## src/rtl/ps2_keycode_rx.sv

```systemverilog
// rtl/ps2_keycode_rx.sv - PS/2 device-to-host frame receiver presenting make/break scan codes on key.
module ps2_keycode_rx #(
    parameter int          TIMEOUT_CYCLES = 100000,
    parameter logic [7:0]  RELEASE_CODE   = 8'hF0,
    parameter logic [7:0]  INVALID_CODE   = 8'hFF,
    parameter logic [7:0]  EXT_CODE       = 8'hE0
) (
    input  logic       clk,
    input  logic       reset,
    input  logic       ps2_clk,
    input  logic       ps2_data,
    output logic [7:0] key,
    output logic       key_strobe,
    output logic       key_ext,
    output logic       frame_error,
    output logic [2:0] debug_state_out
);

    localparam int TW = (TIMEOUT_CYCLES > 2) ? $clog2(TIMEOUT_CYCLES) : 1;
    localparam logic [TW-1:0] TO_LAST = TW'(TIMEOUT_CYCLES - 1);

    typedef enum logic [2:0] {
        S_IDLE   = 3'd0,
        S_DATA   = 3'd1,
        S_PARITY = 3'd2,
        S_STOP   = 3'd3,
        S_ACCEPT = 3'd4
    } state_t;

    state_t        state_q, state_d;
    logic [1:0]    clk_sync_q, dat_sync_q;
    logic          clk_prev_q;
    logic [7:0]    shift_q, shift_d;
    logic [2:0]    bitcnt_q, bitcnt_d;
    logic          par_ok_q, par_ok_d;
    logic [TW-1:0] to_q, to_d;
    logic [7:0]    key_q, key_d;
    logic          strobe_q, strobe_d;
    logic          key_ext_q, key_ext_d;
    logic          ferr_q, ferr_d;
    logic          ext_pend_q, ext_pend_d;
    logic          rel_pend_q, rel_pend_d;
    logic          clr_key_q, clr_key_d;

    logic fall, bit_in, in_frame;

    assign fall     = clk_prev_q & ~clk_sync_q[1];
    assign bit_in   = dat_sync_q[1];
    assign in_frame = (state_q == S_DATA) || (state_q == S_PARITY) || (state_q == S_STOP);

    // Synchronisers reset to the idle-high line level so reset release never fakes an edge.
    always_ff @(posedge clk or negedge reset) begin
        if (!reset) begin
            clk_sync_q <= 2'b11;
            dat_sync_q <= 2'b11;
            clk_prev_q <= 1'b1;
            state_q    <= S_IDLE;
            shift_q    <= '0;
            bitcnt_q   <= '0;
            par_ok_q   <= 1'b0;
            to_q       <= '0;
            key_q      <= INVALID_CODE;
            strobe_q   <= 1'b0;
            key_ext_q  <= 1'b0;
            ferr_q     <= 1'b0;
            ext_pend_q <= 1'b0;
            rel_pend_q <= 1'b0;
            clr_key_q  <= 1'b0;
        end else begin
            clk_sync_q <= {clk_sync_q[0], ps2_clk};
            dat_sync_q <= {dat_sync_q[0], ps2_data};
            clk_prev_q <= clk_sync_q[1];
            state_q    <= state_d;
            shift_q    <= shift_d;
            bitcnt_q   <= bitcnt_d;
            par_ok_q   <= par_ok_d;
            to_q       <= to_d;
            key_q      <= key_d;
            strobe_q   <= strobe_d;
            key_ext_q  <= key_ext_d;
            ferr_q     <= ferr_d;
            ext_pend_q <= ext_pend_d;
            rel_pend_q <= rel_pend_d;
            clr_key_q  <= clr_key_d;
        end
    end

    always_comb begin
        state_d    = state_q;
        shift_d    = shift_q;
        bitcnt_d   = bitcnt_q;
        par_ok_d   = par_ok_q;
        to_d       = to_q;
        key_d      = key_q;
        strobe_d   = 1'b0;
        key_ext_d  = key_ext_q;
        ferr_d     = 1'b0;
        ext_pend_d = ext_pend_q;
        rel_pend_d = rel_pend_q;
        clr_key_d  = 1'b0;

        // Break code was shown last cycle; fall back to the idle code.
        if (clr_key_q) begin
            key_d     = INVALID_CODE;
            key_ext_d = 1'b0;
        end

        if (fall) begin
            to_d = '0;
        end else if (in_frame) begin
            to_d = (to_q == {TW{1'b1}}) ? to_q : to_q + 1'b1;
        end else begin
            to_d = '0;
        end

        if (in_frame && !fall && (to_q >= TO_LAST)) begin
            ferr_d     = 1'b1;
            state_d    = S_IDLE;
            to_d       = '0;
            ext_pend_d = 1'b0;
            rel_pend_d = 1'b0;
        end else begin
            case (state_q)
                S_IDLE: begin
                    if (fall && !bit_in) begin
                        state_d  = S_DATA;
                        bitcnt_d = '0;
                    end
                end
                S_DATA: begin
                    if (fall) begin
                        shift_d  = {bit_in, shift_q[7:1]};
                        bitcnt_d = bitcnt_q + 3'd1;
                        if (bitcnt_q == 3'd7) state_d = S_PARITY;
                    end
                end
                S_PARITY: begin
                    if (fall) begin
                        par_ok_d = ^{shift_q, bit_in};
                        state_d  = S_STOP;
                    end
                end
                S_STOP: begin
                    if (fall) begin
                        if (bit_in && par_ok_q) begin
                            state_d = S_ACCEPT;
                        end else begin
                            ferr_d     = 1'b1;
                            state_d    = S_IDLE;
                            ext_pend_d = 1'b0;
                            rel_pend_d = 1'b0;
                        end
                    end
                end
                S_ACCEPT: begin
                    state_d = S_IDLE;
                    if (shift_q == EXT_CODE) begin
                        ext_pend_d = 1'b1;
                    end else if (shift_q == RELEASE_CODE) begin
                        key_d      = RELEASE_CODE;
                        strobe_d   = 1'b1;
                        rel_pend_d = 1'b1;
                    end else begin
                        key_d      = shift_q;
                        key_ext_d  = ext_pend_q;
                        strobe_d   = 1'b1;
                        ext_pend_d = 1'b0;
                        if (rel_pend_q) begin
                            clr_key_d  = 1'b1;
                            rel_pend_d = 1'b0;
                        end
                    end
                end
                default: state_d = S_IDLE;
            endcase
        end
    end

    assign key             = key_q;
    assign key_strobe      = strobe_q;
    assign key_ext         = key_ext_q;
    assign frame_error     = ferr_q;
    assign debug_state_out = state_q;

endmodule

```

## config.mk

```make
export PLATFORM = sky130hd
export DESIGN_NAME = ps2_keycode_rx
export DESIGN_NICKNAME = d
export VERILOG_FILES = /design/src/rtl/ps2_keycode_rx.sv
export SDC_FILE = /design/constraint.sdc
export NUM_CORES = 1
export LEC_CHECK = 0
export BUFFER_PORTS_ARGS = -buffer_cell sky130_fd_sc_hd__clkbuf_2
export CORE_AREA = 2 2 78 80
export DETAILED_ROUTE_END_ITERATION = 7
export DIE_AREA = 0 0 80 82
export GPL_ROUTABILITY_DRIVEN = 0
export PLACE_DENSITY = 0.64
export SETUP_SLACK_MARGIN = 0.02
export SLEW_MARGIN = 20
export SYNTH_ARGS = -nofsm -noshare
export SYNTH_HDL_FRONTEND = slang
export SYNTH_SLANG_ARGS = --single-unit
```

## constraint.sdc

```tcl
create_clock -name clk -period 2.5 [get_ports clk]
set_input_delay 0.125 -clock clk [delete_from_list [all_inputs] [get_ports clk]]
set_output_delay 0.125 -clock clk [all_outputs]
set_load 0.02 [all_outputs]
```

Yosys cells after proc, flatten, opt, wreduce, memory -nomap -nowiden

Index checks and enable logic that the tools add are counted.
Widths: inputs -> output; s select.

Word-level logic and storage cells: 105
Flip-flop bits (word level): 51
Bits of input ports: 4
Output and inout port bits: 14

Bitwise gates (word level): 3
Reduce and logical (&&, ||, !) cells: 18
Mux-type cells: 47
Add/subtract/negate cells: 2
$lt $le $gt $ge: 1
Equality and inequality tests: 19

Operators by type and width:

| kind                  | count |
|---|---|
| $mux 17               | 4 |
| $mux 8                | 5 |
| $mux 3                | 9 |
| $mux 1                | 25 |
| $add 17x1->17 const B | 1 |
| $eq 17x17->1 const B  | 1 |
| $ge 17x17->1 const B  | 1 |
| $eq 8x8->1 const B    | 2 |
| $pmux 3 s4            | 1 |
| $reduce_and 4->1      | 3 |
| $ne 3x2->1 const B    | 3 |
| $ne 3x3->1 const B    | 3 |
| $reduce_xor 9->1      | 1 |
| $eq 3x2->1 const B    | 2 |
| $eq 3x3->1 const B    | 2 |
| $pmux 3 s2            | 1 |
| $reduce_and 3->1      | 2 |
| $reduce_and 5->1      | 1 |
| $logic_and 1x1->1     | 4 |
| $ne 2x2->1 const B    | 2 |
| $ne 4x3->1 const B    | 1 |
| $ne 4x4->1 const B    | 1 |
| $pmux 1 s2            | 2 |
| $add 3x1->3 const B   | 1 |
| other kinds (9)       | 12 |

Logic depth before layout (Yosys ltp)

Gate-level depths: netlist of run 1.

Depth in word-level cells: 7
Mapped depth: 11
Depth with buffers taken out: 9

Worst setup path before layout of run 1

OpenSTA, ideal clock, no wires.

Path type: reg-to-reg
From: reg to_q[9]
To: reg to_q[11]
Stages on the path, launching flop included: 12
Library setup time: 0.119 ns
Arrival: 2.118 ns
Buffers on the path: 2
Data required time: 2.381 ns
Period minus slack after synthesis: 2.237 ns
Slack: 0.263 ns
Path through: dfrtp_1 and4_1 nand4_1 nor3_1 ha_1 clkbuf_1 nand4b_1 or2_2 clkbuf_1 nor3_1 xnor2_1 nor2_1

Longest elaborated chain between the ends: 5
Elaborated cells on any way between the ends: 9
Classes of those cells: add/sub (1); order compare (1); eq/ne (2); mux (4); reduce/logical (1)

Ends and longest elaborated chain:

| what                   | RTL line | RTL |
|---|---|---|
| from (decl)            | 36       | `logic [TW-1:0] to_q, to_d;` |
| from (signal assigned) | 77       | `to_q <= to_d;` |
| $add 17x1->17          | 111      | `to_d = (to_q == {TW{1'b1}}) ? to_q : to_q + 1'b1;` |
| $mux 17                | 111      |  |
| $mux 17                | 110      | `end else if (in_frame) begin` |
| $mux 17                | 108      | `if (fall) begin` |
| $mux 17                | 116      | `if (in_frame && !fall && (to_q >= TO_LAST)) begin` |

Several ways; a longest one is shown, not always the timed one. The select of a mux whose other input is x is not followed.
A chain may end at the register's enable or synchronous reset.

Worst setup path after layout of run 1

From: reg to_q[7]
To: reg to_q[11]

Same word-level chain as after synthesis.

==> results of run 1 <==
-- Yosys cell counts, drive strengths merged, types with 3 or more instances --
cell type,count,area share (%)
nor3,7,1.7
dfstp,13,14
inv,6,0.95
xor2,6,2.2
nor2b,3,0.79
dfrtp,38,40
mux2,8,3.8
ha,4,2.1
nor2,33,5.2
a21oi,6,1.3
xnor2,17,6.3
nand4,5,1.3
a22o,3,1.1
nand3,9,1.9
clkbuf,6,0.95
o21ai,18,3.8
nand2,21,3.3
-- critical path, delay by kind of cell (launching register included) --
family | cells | cell delay, ns
simple gates | 7 | 1.28
flops | 1 | 0.45
fa+ha+maj | 1 | 0.27
xor+xnor | 1 | 0.14
-- worst max-delay path by stage --
| stage | endpoint | slack [ns] | cells past startpoint |
|---|---|---|---|
| floorplan | to_q[11] | 0.26 | 11 |
| global placement | to_q[11] | 0.27 | 9 |
| detailed placement | to_q[11] | 0.22 | 9 |
| CTS | to_q[11] | 0.20 | 9 |
| global route | to_q[11] | 0.03 | 9 |
| finish | to_q[11] | 0.21 | 9 |
-- placed cells by master (no fill, tap or decap), types with 2 or more instances in the layout --
master,instances
a21oi_1,6
a22o_1,3
and2_1,2
clkbuf_1,2
clkbuf_2,17
clkbuf_8,5
dfrtp_1,38
dfstp_2,13
dlygate4sd3_1,3
ha_1,4
inv_1,6
mux2_2,8
mux2i_1,2
nand2_1,21
nand2b_1,2
nand3_1,9
nand3b_1,2
nand4_1,5
nand4b_1,2
nor2_1,33
nor2b_1,3
nor3_1,6
o21ai_0,16
o21ai_1,2
xnor2_1,17
xor2_1,6
-- state kept, by name, indices dropped and copies added (netlist names) --
register and cells:
debug_state_out 3, frame_error 1, to_q 17, key 8
ext_pend_q 1, dat_sync_q 2, key_ext 1, par_ok_q 1
clk_prev_q 1, rel_pend_q 1, shift_q 8, key_strobe 1
bitcnt_q 3, clr_key_q 1, clk_sync_q 2
-- routing by layer --
metal,vias up,share of wire (%)
met2,33,45
met4,0,1.0
met5,-,0
met1,822,50
li1,824,-
met3,2,3.9
-- power by group --
group / switching, mW / internal, mW / total (mW) / leakage, nW
sequential: 0.131 / 0.932 / 1.06 / 0.648
clock: 0.248 / 0.197 / 0.444 / 0.0422
combinational: 0.219 / 0.238 / 0.457 / 0.455
-- layout make-up --
| cell class | instances | area share [%] |
|---|---|---|
| clock inverters | 1 | 0.1889 |
| flip-flops and latches | 51 | 48.77 |
| inverters | 6 | 0.8499 |
| clock buffers | 7 | 2.880 |
| repair buffers | 22 | 5.382 |
| well taps | 75 | 3.541 |
| multi-input cells | 164 | 38.39 |
-- timing repair --
| action | CTS | global route |
|---|---|---|
| hold buffers | 3 | 0 |
| setup endpoints to repair | 0 | 0 |
| endpoints found under the hold margin | 20 | 0 |
-- cell families after synthesis --
logic type | after synthesis | share of synthesized area [%]
adders and majority gates | 4 | 2.102
and+or+nand+nor | 93 | 18.92
buffers and inverters | 14 | 2.995
DFF | 51 | 54.28
muxes | 10 | 4.624
AOI/OAI and AO/OA | 34 | 8.619
xor gates and xnor gates | 23 | 8.460
-- metrics by stage --
stage | hold WS [ns] | util, % | power (mW) | setup WS, ns | area [sq um]
6_report | 0.3576 | 46.12 | 1.964 | 0.2127 | 2650
5_1_grt | 0.3672 | 46.12 | 2.102 | 0.02635 | 2650
4_1_cts | 0.3661 | 46.12 | 2.002 | 0.1973 | 2650
3_5_place_dp | 0.1884 | 44.19 | 1.535 | 0.2167 | 2539
3_3_place_gp | 0.1809 | 44.19 | 1.525 | 0.2704 | 2539
2_1_floorplan | -0.1706 | - | 1.436 | 0.2628 | 2381
==> summary.md, run 1 <==
| Metric | Value |
|---|---|
| Setup Fix Bufs, Post-CTS | `0` |
| Met1 Use GR | `19.99%` |
| R2R cell count | `9` |
| Worst Path Required | `2.66 ns` |
| Post-synthesis cell type count | `40` |
| Register area | `1292 sq um` |
| Tot GR Track Use | `14.85%` |
| Root Buffer | `clkbuf_8` |
| Critical Path Source Type | `flop` |
| Slowest cell on the critical path | `dfrtp_1` |
| Die X | `80 um` |
| Post-DR vias/cell | `5.156` |
| Fin cells | `326` |
| CP Cell Sequence | `and4_1 -> nand4_1 -> nor3_1 -> ha_1 -> nand4b_1 -> or2_2 -> nor3_1 -> xnor2_1 -> nor2_1` |
| Yosys warns | `0` |
| Vias in the first global route | `1639` |
| Crit-path max cell delay | `0.45 ns` |
| Rel. slew slack | `55.92%` |
| Chip Height | `82 um` |
| IO buf count | `17` |
| Post-route minimum period | `2.287 ns` |
| Filler cells | `570` |
| Skew final | `0.004553 ns` |
| Max-cap viol count | `0` |
| Lkg Pwr | `1.145 nW` |
| Antenna Cells | `0` |
| Cell Area, Synth | `2381 sq um` |
| Worst hold path type | `flop to flop` |
| Ys async rst share | `100.0%` |
| Clk Latency, worst-skew pair | `0.29 ns` |
| Critical Path AT | `2.45 ns` |
| Synth Register Bits | `51` |
| Hold path cells | `0` |
| Drc violations | `0` |
| Layout area overhead | `11.30%` |
| Vias | `1681` |
| M2 GR Usage | `23.25%` |
| Max IR drop VDD | `309.1 uV` |
| Most used cell, CP | `nor3_1` |
| Largest net degree at the start of global routing | `27` |
| RSZ-0062 raised after global routing | `false` |
| Clock transition at the registers of the reported paths | `0.09 ns` |
| Final setup fails | `0` |
| Antenna Nets Post-Route | `0` |
| Worst hold start | `dat_sync_q[0]` |
| Count of final hold-check violations | `0` |
| Setup TNS | `0 ns` |
| Seq/Total Area, Yosys | `54.28%` |
| DR WL/cell | `13.26 um` |
| H-tree levels | `2` |
| # nets final | `258` |
| Crit Path Class | `flop to flop` |
| Dpl cells | `315` |
| CP Capture Type | `flop` |
| Hold Path Sink | `dat_sync_q[1]` |
| TritonRoute pass-1 iters | `4` |
| First-pass GRT wire length | `7.548 mm` |
| CORE AREA | `5746 sq um` |
| Initial drt markers | `59` |
| Worst slew pin tran | `0.6612 ns` |
| Most Crowded Layer GR | `met2` |
| Total CTS buffers | `5` |
| Drt total wl | `4.322 mm` |
| M3 GR Usage | `3.736%` |
| Worst reg-to-reg setup slack | `0.21 ns` |
| Final period util | `91.49%` |
| Post-Syn Instances | `229` |
| Rows | `28` |
| Overflow after GRT | `0` |
| DIE AREA | `6560 sq um` |
| EDFF count, synth | `0` |
| CTS tree | `done` |
| Pwr/cell area | `741.1 nW/um^2` |
| Clock Path Buffers | `2` |
| Initial antenna violation count | `0` |
| CTS Sinks | `51` |
| RR Startpoint | `to_q[7]` |
| FMAX | `437.2 MHz` |
| Critical path launch point | `to_q[7]` |
| Most used DFF post-synth | `dfrtp_1` |
| Post-cts resize count | `0` |
| Max-slew violation count | `0` |
| Num ports | `18` |
| Net count after synthesis | `237` |
| Initial cell density of the core | `41.44%` |
| Avg Cell Area, Syn | `10.40 sq um` |
| Multi-input logic area | `1017 sq um` |
| Layout cells sized above 1 | `19.52%` |
| Post-DP HPWL | `3.073 mm` |
| CP Max Fanout | `7` |
| Run status | `complete, no violations` |
| R2R Path End | `to_q[11]` |
No activity file was read; power rests on OpenSTA's default activity.
==> inputs of run 2 (changes only) <==
--- a/config.mk
+++ b/config.mk
@@ -5,7 +5,7 @@
 export SDC_FILE = /design/constraint.sdc
 export NUM_CORES = 1
 export LEC_CHECK = 0
-export BUFFER_PORTS_ARGS = -buffer_cell sky130_fd_sc_hd__clkbuf_2
+export BUFFER_PORTS_ARGS = -buffer_cell sky130_fd_sc_hd__buf_2
 export CORE_AREA = 2 2 78 80
 export DETAILED_ROUTE_END_ITERATION = 7
 export DIE_AREA = 0 0 80 82
==> summary.md, run 2 (synthesis gave the netlist of run 1 again) <==
| Metric | Value |
|---|---|
| Run status | `complete, no violations` |
| DR WL/cell | `12.88 um` |
| Biggest register | `to_q` |
| Worst hold path type | `flop to flop` |
| Pwr/cell area | `773.9 nW/um^2` |
| First-pass GRT wire length | `7.562 mm` |
| Vias in the first global route | `1676` |
| H-tree levels | `2` |
| Clock transition at the registers of the reported paths | `0.09 ns` |
| Largest net degree at the start of global routing | `47` |
| Most frequent cells in the layout | `dfrtp_1 (38), nor2_1 (33), nand2_1 (21), xnor2_1 (17)` |
| Die X | `80 um` |
| Final setup fails | `0` |
| IO buf count | `17` |
| CORE AREA | `5746 sq um` |
| Layout cells sized above 1 | `20.95%` |
| Final period util | `91.73%` |
| TritonRoute pass-1 iters | `4` |
| Layout area overhead | `12.82%` |
| # nets final | `260` |
| Count of final hold-check violations | `0` |
| Post-route minimum period | `2.293 ns` |
| Clock Path Buffers | `2` |
| Rel. slew slack | `61.37%` |
| Hold Slack | `0.3591 ns` |
| Dpl cell area | `2534 sq um` |
| Setup TNS | `0 ns` |
| Filler cells | `577` |
| Max-slew violation count | `0` |
| Tot GR Track Use | `14.57%` |
| Critical Path AT | `2.45 ns` |
| Worst slew pin tran | `0.5794 ns` |
| Commonest non-fill, non-tap cell in the layout | `dfrtp_1` |
| RSZ-0062 raised after global routing | `false` |
| Max IR drop VDD | `327.3 uV` |
| Overflow after GRT | `0` |
| CTS Sinks | `51` |
| Drt total wl | `4.224 mm` |
| Max-cap viol count | `0` |
| Rows | `28` |
| Skew final | `0.005912 ns` |
| Crit Path Class | `flop to flop` |
| Max reg flops | `17` |
| CTS tree | `done` |
| CP Max Fanout | `6` |
| Clk Latency, worst-skew pair | `0.30 ns` |
| Area of all placed cells without fillers | `2686 sq um` |
| Post-DP HPWL | `2.982 mm` |
| Critical Path Source Type | `flop` |
| Vias | `1662` |
| CP Capture Type | `flop` |
| Tot Pwr | `2.079 mW` |
| Num ports | `18` |
| Chip Height | `82 um` |
| Post-DR vias/cell | `5.067` |
| Lkg Pwr | `1.177 nW` |
| Antenna Nets Post-Route | `0` |
| Initial drt markers | `56` |
| FMAX | `436.0 MHz` |
| Root Buffer | `clkbuf_8` |
| Total CTS buffers | `5` |
| Antenna Cells | `0` |
| Drc violations | `0` |
| Initial cell density of the core | `41.44%` |
| Post-cts resize count | `0` |
| DIE AREA | `6560 sq um` |
| Initial antenna violation count | `0` |
| Worst Path Required | `2.66 ns` |
## run 2: cell types whose count changed in the layout (fill, tap and decap cells not counted)
cell       delta
buf_2        +16
bufinv_16     +1
buf_4         +4
clkbuf_1      -2
clkinv_4      +1
buf_12        -1
clkbuf_2     -17
## run 2: layer usage
layer / up-vias / track usage [%] / wire (um)
met1: 795 / 19.77 / 2131
met2: 26 / 23.42 / 1896
met3: 5 / 2.857 / 135
met5: - / 0 / 0
met4: 0 / 5.085 / 59
li1: 836 / - / -
## run 2: area by class of cell
| cell class | count | area (sq um) | area share (%) |
|---|---|---|---|
| inverter | 6 | 22.52 | 0.8384 |
| timing repair buffer | 24 | 147.6 | 5.496 |
| clock buffer | 5 | 68.82 | 2.562 |
| clock inverter | 3 | 43.79 | 1.630 |
| sequential | 51 | 1292 | 48.11 |
| tap | 75 | 93.84 | 3.493 |
| multi-input combinational | 164 | 1017 | 37.87 |
## run 2: power by group
group	internal, mW	total (mW)	switching, mW
logic	0.238	0.459	0.221
clock network	0.298	0.560	0.262
registers	0.932	1.06	0.128
## run 2: path summary, 6_finish.rpt
path,startpoint,slack (ns),depth (start not counted),end
worst max-delay path,to_q[10],0.21,9,to_q[11]
worst min-delay path,dat_sync_q[0],0.36,0,dat_sync_q[1]
worst max register to register,to_q[10],0.21,9,to_q[11]
worst min register to register,dat_sync_q[0],0.36,0,dat_sync_q[1]
max in group asynchronous,reset,1.55,3,key[0]
min in group asynchronous,reset,0.37,2,to_q[5]
## run 2: through the flow
stage,worst slack [ns],instances,util (%)
after detailed placement,0.2174,316,44.10
after global placement,0.2740,316,44.10
after global routing,0.03875,328,46.76
after CTS,0.1920,326,46.41
final,0.2067,328,46.76
after floorplan,0.2628,229,-
## run 2: critical path: stages, from the launching register on
cell and delay [ns]:
dfrtp_1 0.44, and4_1 0.24, nand4_1 0.12, nor3_1 0.08
ha_1 0.27, nand4b_1 0.25, or2_2 0.36, nor3_1 0.20
xnor2_1 0.15, nor2_1 0.06
## run 2: repair_timing
action | in CTS | in global routing
setup buffers | 0 | 1
hold buffers | 2 | 1
setup endpoints to repair | 0 | 1
hold endpoints to repair | 2 | 38
